## src/rtl/mem_bus_sequencer_if.sv

```systemverilog
// Request/bus bundle between the fetch/data requesters and the sequencer.
// The slave side is the sequencer; the master side drives the requests.
interface mem_bus_sequencer_if;
  logic       fetch_req;
  logic [7:0] fetch_addr;
  logic       fetch_done;
  logic [7:0] fetch_rdata;
  logic       mem_req;
  logic       mem_we;
  logic [7:0] mem_addr;
  logic [7:0] mem_wdata;
  logic       mem_done;
  logic [7:0] mem_rdata;
  logic [7:0] bus_in;
  logic [7:0] bus_out;
  logic       rom_ram;
  logic       addr_data;
  logic       bus_we;
  logic       busy;

  modport slave (
    input  fetch_req, fetch_addr,
    input  mem_req, mem_we, mem_addr, mem_wdata,
    input  bus_in,
    output fetch_done, fetch_rdata,
    output mem_done, mem_rdata,
    output bus_out, rom_ram, addr_data, bus_we, busy
  );

  modport master (
    output fetch_req, fetch_addr,
    output mem_req, mem_we, mem_addr, mem_wdata,
    output bus_in,
    input  fetch_done, fetch_rdata,
    input  mem_done, mem_rdata,
    input  bus_out, rom_ram, addr_data, bus_we, busy
  );
endinterface

```

## src/rtl/mem_bus_sequencer.sv

```systemverilog
// Shares one multiplexed address/data bus between instruction fetch
// and data memory with alternating arbitration.
module mem_bus_sequencer #(
  parameter int unsigned WAIT_CYCLES = 1
) (
  input logic          clk,
  input logic          reset,
  mem_bus_sequencer_if.slave bus
);

  typedef enum logic [2:0] {
    IDLE,
    ADDR,
    WAIT,
    DATA,
    DONE
  } state_t;

  localparam logic [3:0] WLOAD =
    (WAIT_CYCLES == 0) ? 4'd0 : 4'(WAIT_CYCLES - 1);
  localparam logic HAS_WAIT = (WAIT_CYCLES != 0);

  state_t     state_q, state_d;
  logic [3:0] wait_q, wait_d;
  logic       src_q, src_d;
  logic       we_q, we_d;
  logic [7:0] addr_q, addr_d;
  logic [7:0] wdata_q, wdata_d;
  logic       last_q, last_d;
  logic [7:0] frd_q, mrd_q;

  logic       any_req;
  logic       grant_mem;

  logic [7:0] bus_out_c;
  logic       rom_ram_c;
  logic       addr_data_c;
  logic       bus_we_c;
  logic       busy_c;
  logic       fdone_c;
  logic       mdone_c;

  // On a tie the requester not served last wins (last_q: 1 = mem).
  always_comb begin
    any_req   = bus.fetch_req | bus.mem_req;
    grant_mem = bus.mem_req & (~bus.fetch_req | ~last_q);
  end

  // Next-state and request latching.
  always_comb begin
    state_d = state_q;
    wait_d  = wait_q;
    src_d   = src_q;
    we_d    = we_q;
    addr_d  = addr_q;
    wdata_d = wdata_q;
    last_d  = last_q;
    unique case (state_q)
      IDLE: begin
        if (any_req) begin
          src_d   = grant_mem;
          last_d  = grant_mem;
          we_d    = grant_mem & bus.mem_we;
          addr_d  = grant_mem ? bus.mem_addr : bus.fetch_addr;
          wdata_d = grant_mem ? bus.mem_wdata : 8'h00;
          state_d = ADDR;
        end
      end
      ADDR: begin
        if (HAS_WAIT) begin
          wait_d  = WLOAD;
          state_d = WAIT;
        end else begin
          state_d = DATA;
        end
      end
      WAIT: begin
        if (wait_q == 4'd0) begin
          state_d = DATA;
        end else begin
          wait_d = wait_q - 4'd1;
        end
      end
      DATA: state_d = DONE;
      DONE: state_d = IDLE;
      default: state_d = IDLE;
    endcase
  end

  // Bus phase and completion outputs decoded from the current state.
  always_comb begin
    bus_out_c   = 8'h00;
    rom_ram_c   = 1'b0;
    addr_data_c = 1'b0;
    bus_we_c    = 1'b0;
    busy_c      = 1'b1;
    fdone_c     = 1'b0;
    mdone_c     = 1'b0;
    unique case (state_q)
      IDLE: busy_c = 1'b0;
      ADDR: begin
        bus_out_c   = addr_q;
        rom_ram_c   = src_q;
        addr_data_c = 1'b1;
      end
      WAIT: begin
        bus_out_c = addr_q;
        rom_ram_c = src_q;
      end
      DATA: begin
        rom_ram_c = src_q;
        if (we_q) begin
          bus_out_c = wdata_q;
          bus_we_c  = 1'b1;
        end
      end
      DONE: begin
        fdone_c = ~src_q;
        mdone_c = src_q;
      end
      default: busy_c = 1'b0;
    endcase
  end

  // State, latches and read-data capture at the end of a read DATA cycle.
  always_ff @(posedge clk) begin
    if (reset) begin
      state_q <= IDLE;
      wait_q  <= 4'd0;
      src_q   <= 1'b0;
      we_q    <= 1'b0;
      addr_q  <= 8'h00;
      wdata_q <= 8'h00;
      last_q  <= 1'b1;
      frd_q   <= 8'h00;
      mrd_q   <= 8'h00;
    end else begin
      state_q <= state_d;
      wait_q  <= wait_d;
      src_q   <= src_d;
      we_q    <= we_d;
      addr_q  <= addr_d;
      wdata_q <= wdata_d;
      last_q  <= last_d;
      if (state_q == DATA && !we_q) begin
        if (src_q) begin
          mrd_q <= bus.bus_in;
        end else begin
          frd_q <= bus.bus_in;
        end
      end
    end
  end

  assign bus.bus_out     = bus_out_c;
  assign bus.rom_ram     = rom_ram_c;
  assign bus.addr_data   = addr_data_c;
  assign bus.bus_we      = bus_we_c;
  assign bus.busy        = busy_c;
  assign bus.fetch_done  = fdone_c;
  assign bus.mem_done    = mdone_c;
  assign bus.fetch_rdata = frd_q;
  assign bus.mem_rdata   = mrd_q;

endmodule
```

## src/flat_wrapper.sv

```systemverilog
// flat-port wrapper written by rule: the top's interface ports become plain ports
module mem_bus_sequencer_flat 
#(
  parameter int unsigned WAIT_CYCLES = 1
)
  (clk, reset, bus_fetch_req, bus_fetch_addr, bus_mem_req, bus_mem_we, bus_mem_addr, bus_mem_wdata, bus_bus_in, bus_fetch_done, bus_fetch_rdata, bus_mem_done, bus_mem_rdata, bus_bus_out, bus_rom_ram, bus_addr_data, bus_bus_we, bus_busy);
  mem_bus_sequencer_if bus_i ();
  input logic clk;
  input logic reset;
  input wire logic [$bits(bus_i.fetch_req)-1:0] bus_fetch_req;
  input wire logic [$bits(bus_i.fetch_addr)-1:0] bus_fetch_addr;
  input wire logic [$bits(bus_i.mem_req)-1:0] bus_mem_req;
  input wire logic [$bits(bus_i.mem_we)-1:0] bus_mem_we;
  input wire logic [$bits(bus_i.mem_addr)-1:0] bus_mem_addr;
  input wire logic [$bits(bus_i.mem_wdata)-1:0] bus_mem_wdata;
  input wire logic [$bits(bus_i.bus_in)-1:0] bus_bus_in;
  output wire logic [$bits(bus_i.fetch_done)-1:0] bus_fetch_done;
  output wire logic [$bits(bus_i.fetch_rdata)-1:0] bus_fetch_rdata;
  output wire logic [$bits(bus_i.mem_done)-1:0] bus_mem_done;
  output wire logic [$bits(bus_i.mem_rdata)-1:0] bus_mem_rdata;
  output wire logic [$bits(bus_i.bus_out)-1:0] bus_bus_out;
  output wire logic [$bits(bus_i.rom_ram)-1:0] bus_rom_ram;
  output wire logic [$bits(bus_i.addr_data)-1:0] bus_addr_data;
  output wire logic [$bits(bus_i.bus_we)-1:0] bus_bus_we;
  output wire logic [$bits(bus_i.busy)-1:0] bus_busy;
  assign bus_i.fetch_req = bus_fetch_req;
  assign bus_i.fetch_addr = bus_fetch_addr;
  assign bus_i.mem_req = bus_mem_req;
  assign bus_i.mem_we = bus_mem_we;
  assign bus_i.mem_addr = bus_mem_addr;
  assign bus_i.mem_wdata = bus_mem_wdata;
  assign bus_i.bus_in = bus_bus_in;
  assign bus_fetch_done = bus_i.fetch_done;
  assign bus_fetch_rdata = bus_i.fetch_rdata;
  assign bus_mem_done = bus_i.mem_done;
  assign bus_mem_rdata = bus_i.mem_rdata;
  assign bus_bus_out = bus_i.bus_out;
  assign bus_rom_ram = bus_i.rom_ram;
  assign bus_addr_data = bus_i.addr_data;
  assign bus_bus_we = bus_i.bus_we;
  assign bus_busy = bus_i.busy;
  mem_bus_sequencer #(.WAIT_CYCLES(WAIT_CYCLES)) u_core (.clk(clk), .reset(reset), .bus(bus_i));
endmodule
```

## config.mk

```make
export PLATFORM = sky130hd
export DESIGN_NAME = mem_bus_sequencer_flat
export DESIGN_NICKNAME = d
export VERILOG_FILES = /design/src/rtl/mem_bus_sequencer_if.sv /design/src/rtl/mem_bus_sequencer.sv /design/src/flat_wrapper.sv
export SDC_FILE = /design/constraint.sdc
export NUM_CORES = 1
export LEC_CHECK = 0
export ABC_CLOCK_PERIOD_IN_PS = 1900
export BUFFER_PORTS_ARGS = -buffer_cell sky130_fd_sc_hd__buf_2
export CORE_MARGIN = 2
export CORE_UTILIZATION = 49
export CTS_CLUSTER_DIAMETER = 120
export DETAILED_ROUTE_END_ITERATION = 16
export GPL_TIMING_DRIVEN = 0
export PLACE_DENSITY = 0.79
export RECOVER_POWER = 50
export SYNTH_ARGS = -nofsm -noshare
export SYNTH_HDL_FRONTEND = slang
export SYNTH_SLANG_ARGS = --single-unit
```

## constraint.sdc

```tcl
create_clock -name clk -period 1.9 [get_ports clk]
set_clock_uncertainty 0.1 [all_clocks]
set_input_delay 0.095 -clock clk [delete_from_list [all_inputs] [get_ports clk]]
set_output_delay 0.095 -clock clk [all_outputs]
set_load 0.05 [all_outputs]
```

# Word level (Yosys, flattened, before mapping)
# Index checks and enable logic that the tools add are counted.
# Widths: inputs -> output; s select.
dict set report word_totals {
  reg_bits 42
  wordCells 53
}
dict set report op_classes {
  n_addsub 1
  eq_ne 7
  mux 16
  n_bitwise 7
  reduce_logical 13
}
# op n
set op_table {}
lappend op_table {{$mux 8} 3}
lappend op_table {{$pmux 8 s2} 1}
lappend op_table {{$pmux 3 s4} 1}
lappend op_table {{$reduce_and 2->1} 5}
lappend op_table {{$pmux 4 s2} 1}
lappend op_table {{$mux 1} 7}
lappend op_table {{$eq 3x2->1 const B} 2}
lappend op_table {{$mux 3} 2}
lappend op_table {{$logic_not 4->1} 1}
lappend op_table {{$mux 4} 1}
lappend op_table {{$ne 2x1->1 const B} 2}
lappend op_table {{$reduce_or 4->1} 1}
lappend op_table {{$sub 4x1->4 const B} 1}
lappend op_table {{$eq 3x1->1 const B} 1}
lappend op_table {{$eq 3x3->1 const B} 1}
lappend op_table {{$logic_not 3->1} 1}
lappend op_table {{$not 1->1} 3}
lappend op_table {{$reduce_or 3->1} 1}
lappend op_table {{$and 1x1->1} 2}
lappend op_table {{$ne 2x2->1 const B} 1}
lappend op_table {{$or 1x1->1} 2}
lappend op_table {{$reduce_bool 2->1} 1}
lappend op_table {{$reduce_or 2->1} 1}
lappend op_table {{$logic_and 1x1->1} 1}
lappend op_table {{$logic_not 1->1} 1}

# Longest topological paths before layout
dict set report depth {
  ltp_word 4
  depth_mapped 5
}

# Worst setup path before layout
# OpenSTA, ideal clock, no wires.
dict set report synth_path {
  kind {reg2out}
  start {register u_core.state_q[1]}
  end {output bus_bus_out[0]}
  arrival_ps 2217
  path_slack_ps -512
  stages_incl_launch_ff 5
  path_cell_list {dfxtp_1 > clkbuf_1 > inv_1 > nor3_2 > a22o_1}
}
dict set report synth_via {
  elab_chain_cells 3
}
# item line_no
set synth_rtl {}
lappend synth_rtl {{start: declaration} mem_bus_sequencer.sv:23} ;# state_t state_q, state_d;
lappend synth_rtl {{start signal: assignment} mem_bus_sequencer.sv:138} ;# state_q <= state_d;
lappend synth_rtl {{$eq 3x1->1 / $eq 3x2->1 (equally long branches)} mem_bus_sequencer.sv:99} ;# unique case (state_q)
lappend synth_rtl {{$reduce_or 2->1 (no source line)} -}
lappend synth_rtl {{$pmux 8 s2 *} mem_bus_sequencer.sv:99}
lappend synth_rtl {{end: declaration} flat_wrapper.sv:21} ;# output wire logic [$bits(bus_i.bus_out)-1:0] bus_bus_out;
# Every way passes the cells marked *; elsewhere a longest branch is shown, timed or not.

# Final worst setup path
dict set report layout_path {
  start {register u_core.state_q[1]}
  end {output bus_bus_out[4]}
}
# Same word-level chain as after synthesis.

==> results.md <==
* Seq cells post-synth at 42
* Tcrit/Tclk final at 0.972
* H-Tree Depth at 2
* Final Setup Violations at 0
* Worst Path Class, Setup: reg -> out
* Leakage at 1.05 nW
* Horiz. Die Dim at between 60 and 70 um
* Switching power share of the total at 0.365
* Vias/cell at roughly 5.8
* Cell Int Power at between 0.0015 and 0.002 W
* Unique cell type count in the Yosys netlist at 41
* Mapped Avg Cell Area at between 8 and 9 um^2
* Initial DRC count at 178
* Peak supply drop at just under 0.6 mV
* Clock-pin slew on the worst setup and hold paths at ~0.090 ns
* FMAX at about 540 MHz
* Number of flops mapped to enable cells by yosys at 0
* Layout area overhead at 39.8%
* Synth warn at 0
* DR vias at about 2100
* Post-route cell area at 0.00270 mm^2
* Io pins at between 60 and 70
* Final Worst Setup Slack at 0.0535 ns
* Skew-Pair Late Insertion Delay at 0.30 ns
* Number of remaining DRC errors at 0
* Inserted Clock Buffers at 5
* Worst min path class: in -> reg
* Ys flop type: dfxtp_1
* Status: finished, final reports clean
* # Max-Cap Violations at 0
* Die H at 66.7 um
* WP data required at between 1.5 and 2 ns
* Core area at approximately 0.0037 mm^2
* Post-DRT Antenna Nets at 0
* Wire length per cell at 15.4 um
* Critical Path Sink Type: output pin
* Pwr dens at just under 1000 mW/mm^2
* Antenna violations before repair at 0
* Startpoint Class: register
* First-pass GRT wire length at 8980 um
* Clock Sink Count at 42
* Seq pwr share at 0.391
* Non-filler cells, final at approximately 370
* CTS tree: built
* Antenna diodes at 0
* Psw at 0.000971 W
* Combinational Power Share at 0.341
* Share of cells above drive strength 1 at 0.248
* Mapped Nets at roughly 270
* Initial Util at 0.519
* Row count at 22
* Clock share of power at 0.268
* CP Max Fanout at 10
* Multi-input combinational cell area at 0.00105 mm^2
* CTS root buf: clkbuf_8
* Final nets at ~360
* Fill cells at between 300 and 400
* Max Slew Vio Count at 0
* Unrepaired setup endpoints after global routing: false
* Placer Congestion at between 0.9 and 1
* Critical Path AT at roughly 1.7 ns
* Synth async-reset ratio at 0
* Congestion Overflow GR at 0
* First-pass DRT Iterations at 4
* Hold WS at 0.0305 ns
* Fin. Hold Viols at 0
* Sequential cell area at 845 um^2
* Max_slew headroom at 0.575
* I/O Buffers at 65
* Worst slack at placement at -0.0475 ns
* Syn Std Cell Area at ~0.0019 mm^2
* Vias in the first global route at ~2000
* Placed instance area at roughly 0.0023 mm^2
* Routed wire length at about 5600 um
* Tot GR Track Use at 0.266
* Largest net degree at the start of global routing at 14
* Placed cell count at ~340
* Power Total at around 0.0027 W
* Syn Inst Count at 228
* Least-Margin Pin Slew at ~0.64 ns
* Crit path time final at roughly 1.8 ns
* Clock tree buffer depth at 2
* Seq/Total Area, Yosys at 0.436
* Die ar. at 0.00445 mm^2
* Detailed Place HPWL at approximately 3600 um
-- area by class of cell --
| class | instances | area share |
|---|---|---|
| multi-input combinational | 161 | 0.388 |
| sequential | 42 | 0.313 |
| timing repair buffer | 83 | 0.191 |
| buffer | 20 | 0.0371 |
| clock buffer | 6 | 0.0269 |
| tap | 48 | 0.0223 |
| clock inverter | 2 | 0.0139 |
| inverter | 5 | 0.00696 |
-- cells in the final DEF, fill, tap and decap left out, types with 6 or more instances in the layout --
| master | synthesis | final |
|---|---|---|
| nand3_1 | 26 | 26 |
| buf_4 | 0 | 8 |
| a211oi_1 | 9 | 9 |
| mux2i_1 | 8 | 8 |
| buf_2 | 1 | 40 |
| clkbuf_1 | 14 | 29 |
| dfxtp_1 | 42 | 41 |
| o21ai_0 | 28 | 28 |
| a21oi_1 | 35 | 35 |
| nor2_1 | 9 | 8 |
| dlygate4sd3_1 | 0 | 17 |
| a22o_2 | 0 | 6 |
-- worst paths after layout --
path                                              start                      end  slack [ns]  depth (start not counted)
worst max-delay path                  u_core.state_q[1]           bus_bus_out[4]        0.05                          6
worst max register to register        u_core.state_q[2]         u_core.wait_q[3]        0.11                          4
worst min register to register  u_core.bus.mem_rdata[4]  u_core.bus.mem_rdata[4]        0.38                          2
worst min-delay path                  bus_fetch_addr[0]         u_core.addr_q[0]        0.03                          3
-- routing by layer --
metal  GRT usage  part of all wire  up-vias
li1            -                 -     1015
met1       0.348              0.42     1004
met2       0.435              0.50       88
met3      0.0524             0.057       20
met4      0.0969             0.030        0
met5           0                 0        -
-- critical path: stages (launching register included) --
cell and delay (ns):
dfxtp_4 0.42, buf_6 0.17, inv_1 0.08, nor3_4 0.21
buf_12 0.15, a22o_2 0.13, buf_4 0.19
-- cell usage after synthesis (3+ instances only) --
cell,count,area (um^2)
a211oi_1,9,67.6
nand3_1,26,130
buf_1,4,15.0
dfxtp_1,42,841
nor2_1,9,33.8
o21ai_0,28,140
nand2b_1,3,18.8
a22o_1,8,70.1
nand2_1,3,11.3
inv_1,5,18.8
a21oi_1,35,175
clkbuf_1,14,52.6
mux2i_1,8,80.1
-- registers in the layout, indices dropped and copies added, names as in the netlist --
signal / cells
u_core.addr_q: 8
u_core.bus.fetch_rdata: 8
u_core.bus.mem_rdata: 8
u_core.wdata_q: 8
u_core.wait_q: 4
u_core.state_q: 3
u_core.last_q: 1
u_core.src_q: 1
u_core.we_q: 1
-- cell families after synthesis --
logic type,count (synthesis),share of synthesized area
AOI/OAI and AO/OA,88,0.269
and+or+nand+nor,61,0.178
DFF,42,0.436
buffers and inverters,25,0.0532
muxes,8,0.0415
xor gates and xnor gates,2,0.00909
adders and majority gates,2,0.0130
-- through the flow --
step	setup TNS, ns	utilization
2_1_floorplan	-0.484	-
3_3_place_gp	-0.0605	0.630
3_5_place_dp	-0.296	0.630
4_1_cts	0	0.726
5_1_grt	0	0.726
6_report	0	0.726
-- power groups by stage --
stage / sequential (W) / clock, W / combinational (W)
after detailed placement: 0.00105 / 0 / 0.000804
after floorplan: 0.00106 / 0 / 0.000587
after global routing: 0.00105 / 0.000747 / 0.000974
after CTS: 0.00103 / 0.000705 / 0.000880
final: 0.00104 / 0.000712 / 0.000907
after global placement: 0.00104 / 0 / 0.000790
-- what timing repair did --
item	CTS	global route
resized for setup	17	7
pin swaps	1	1
setup buffers	1	0
endpoints found under the setup margin	10	21
endpoints found under the hold margin	25	0
hold buffers	17	0
No activity file was read; power rests on OpenSTA's default activity.
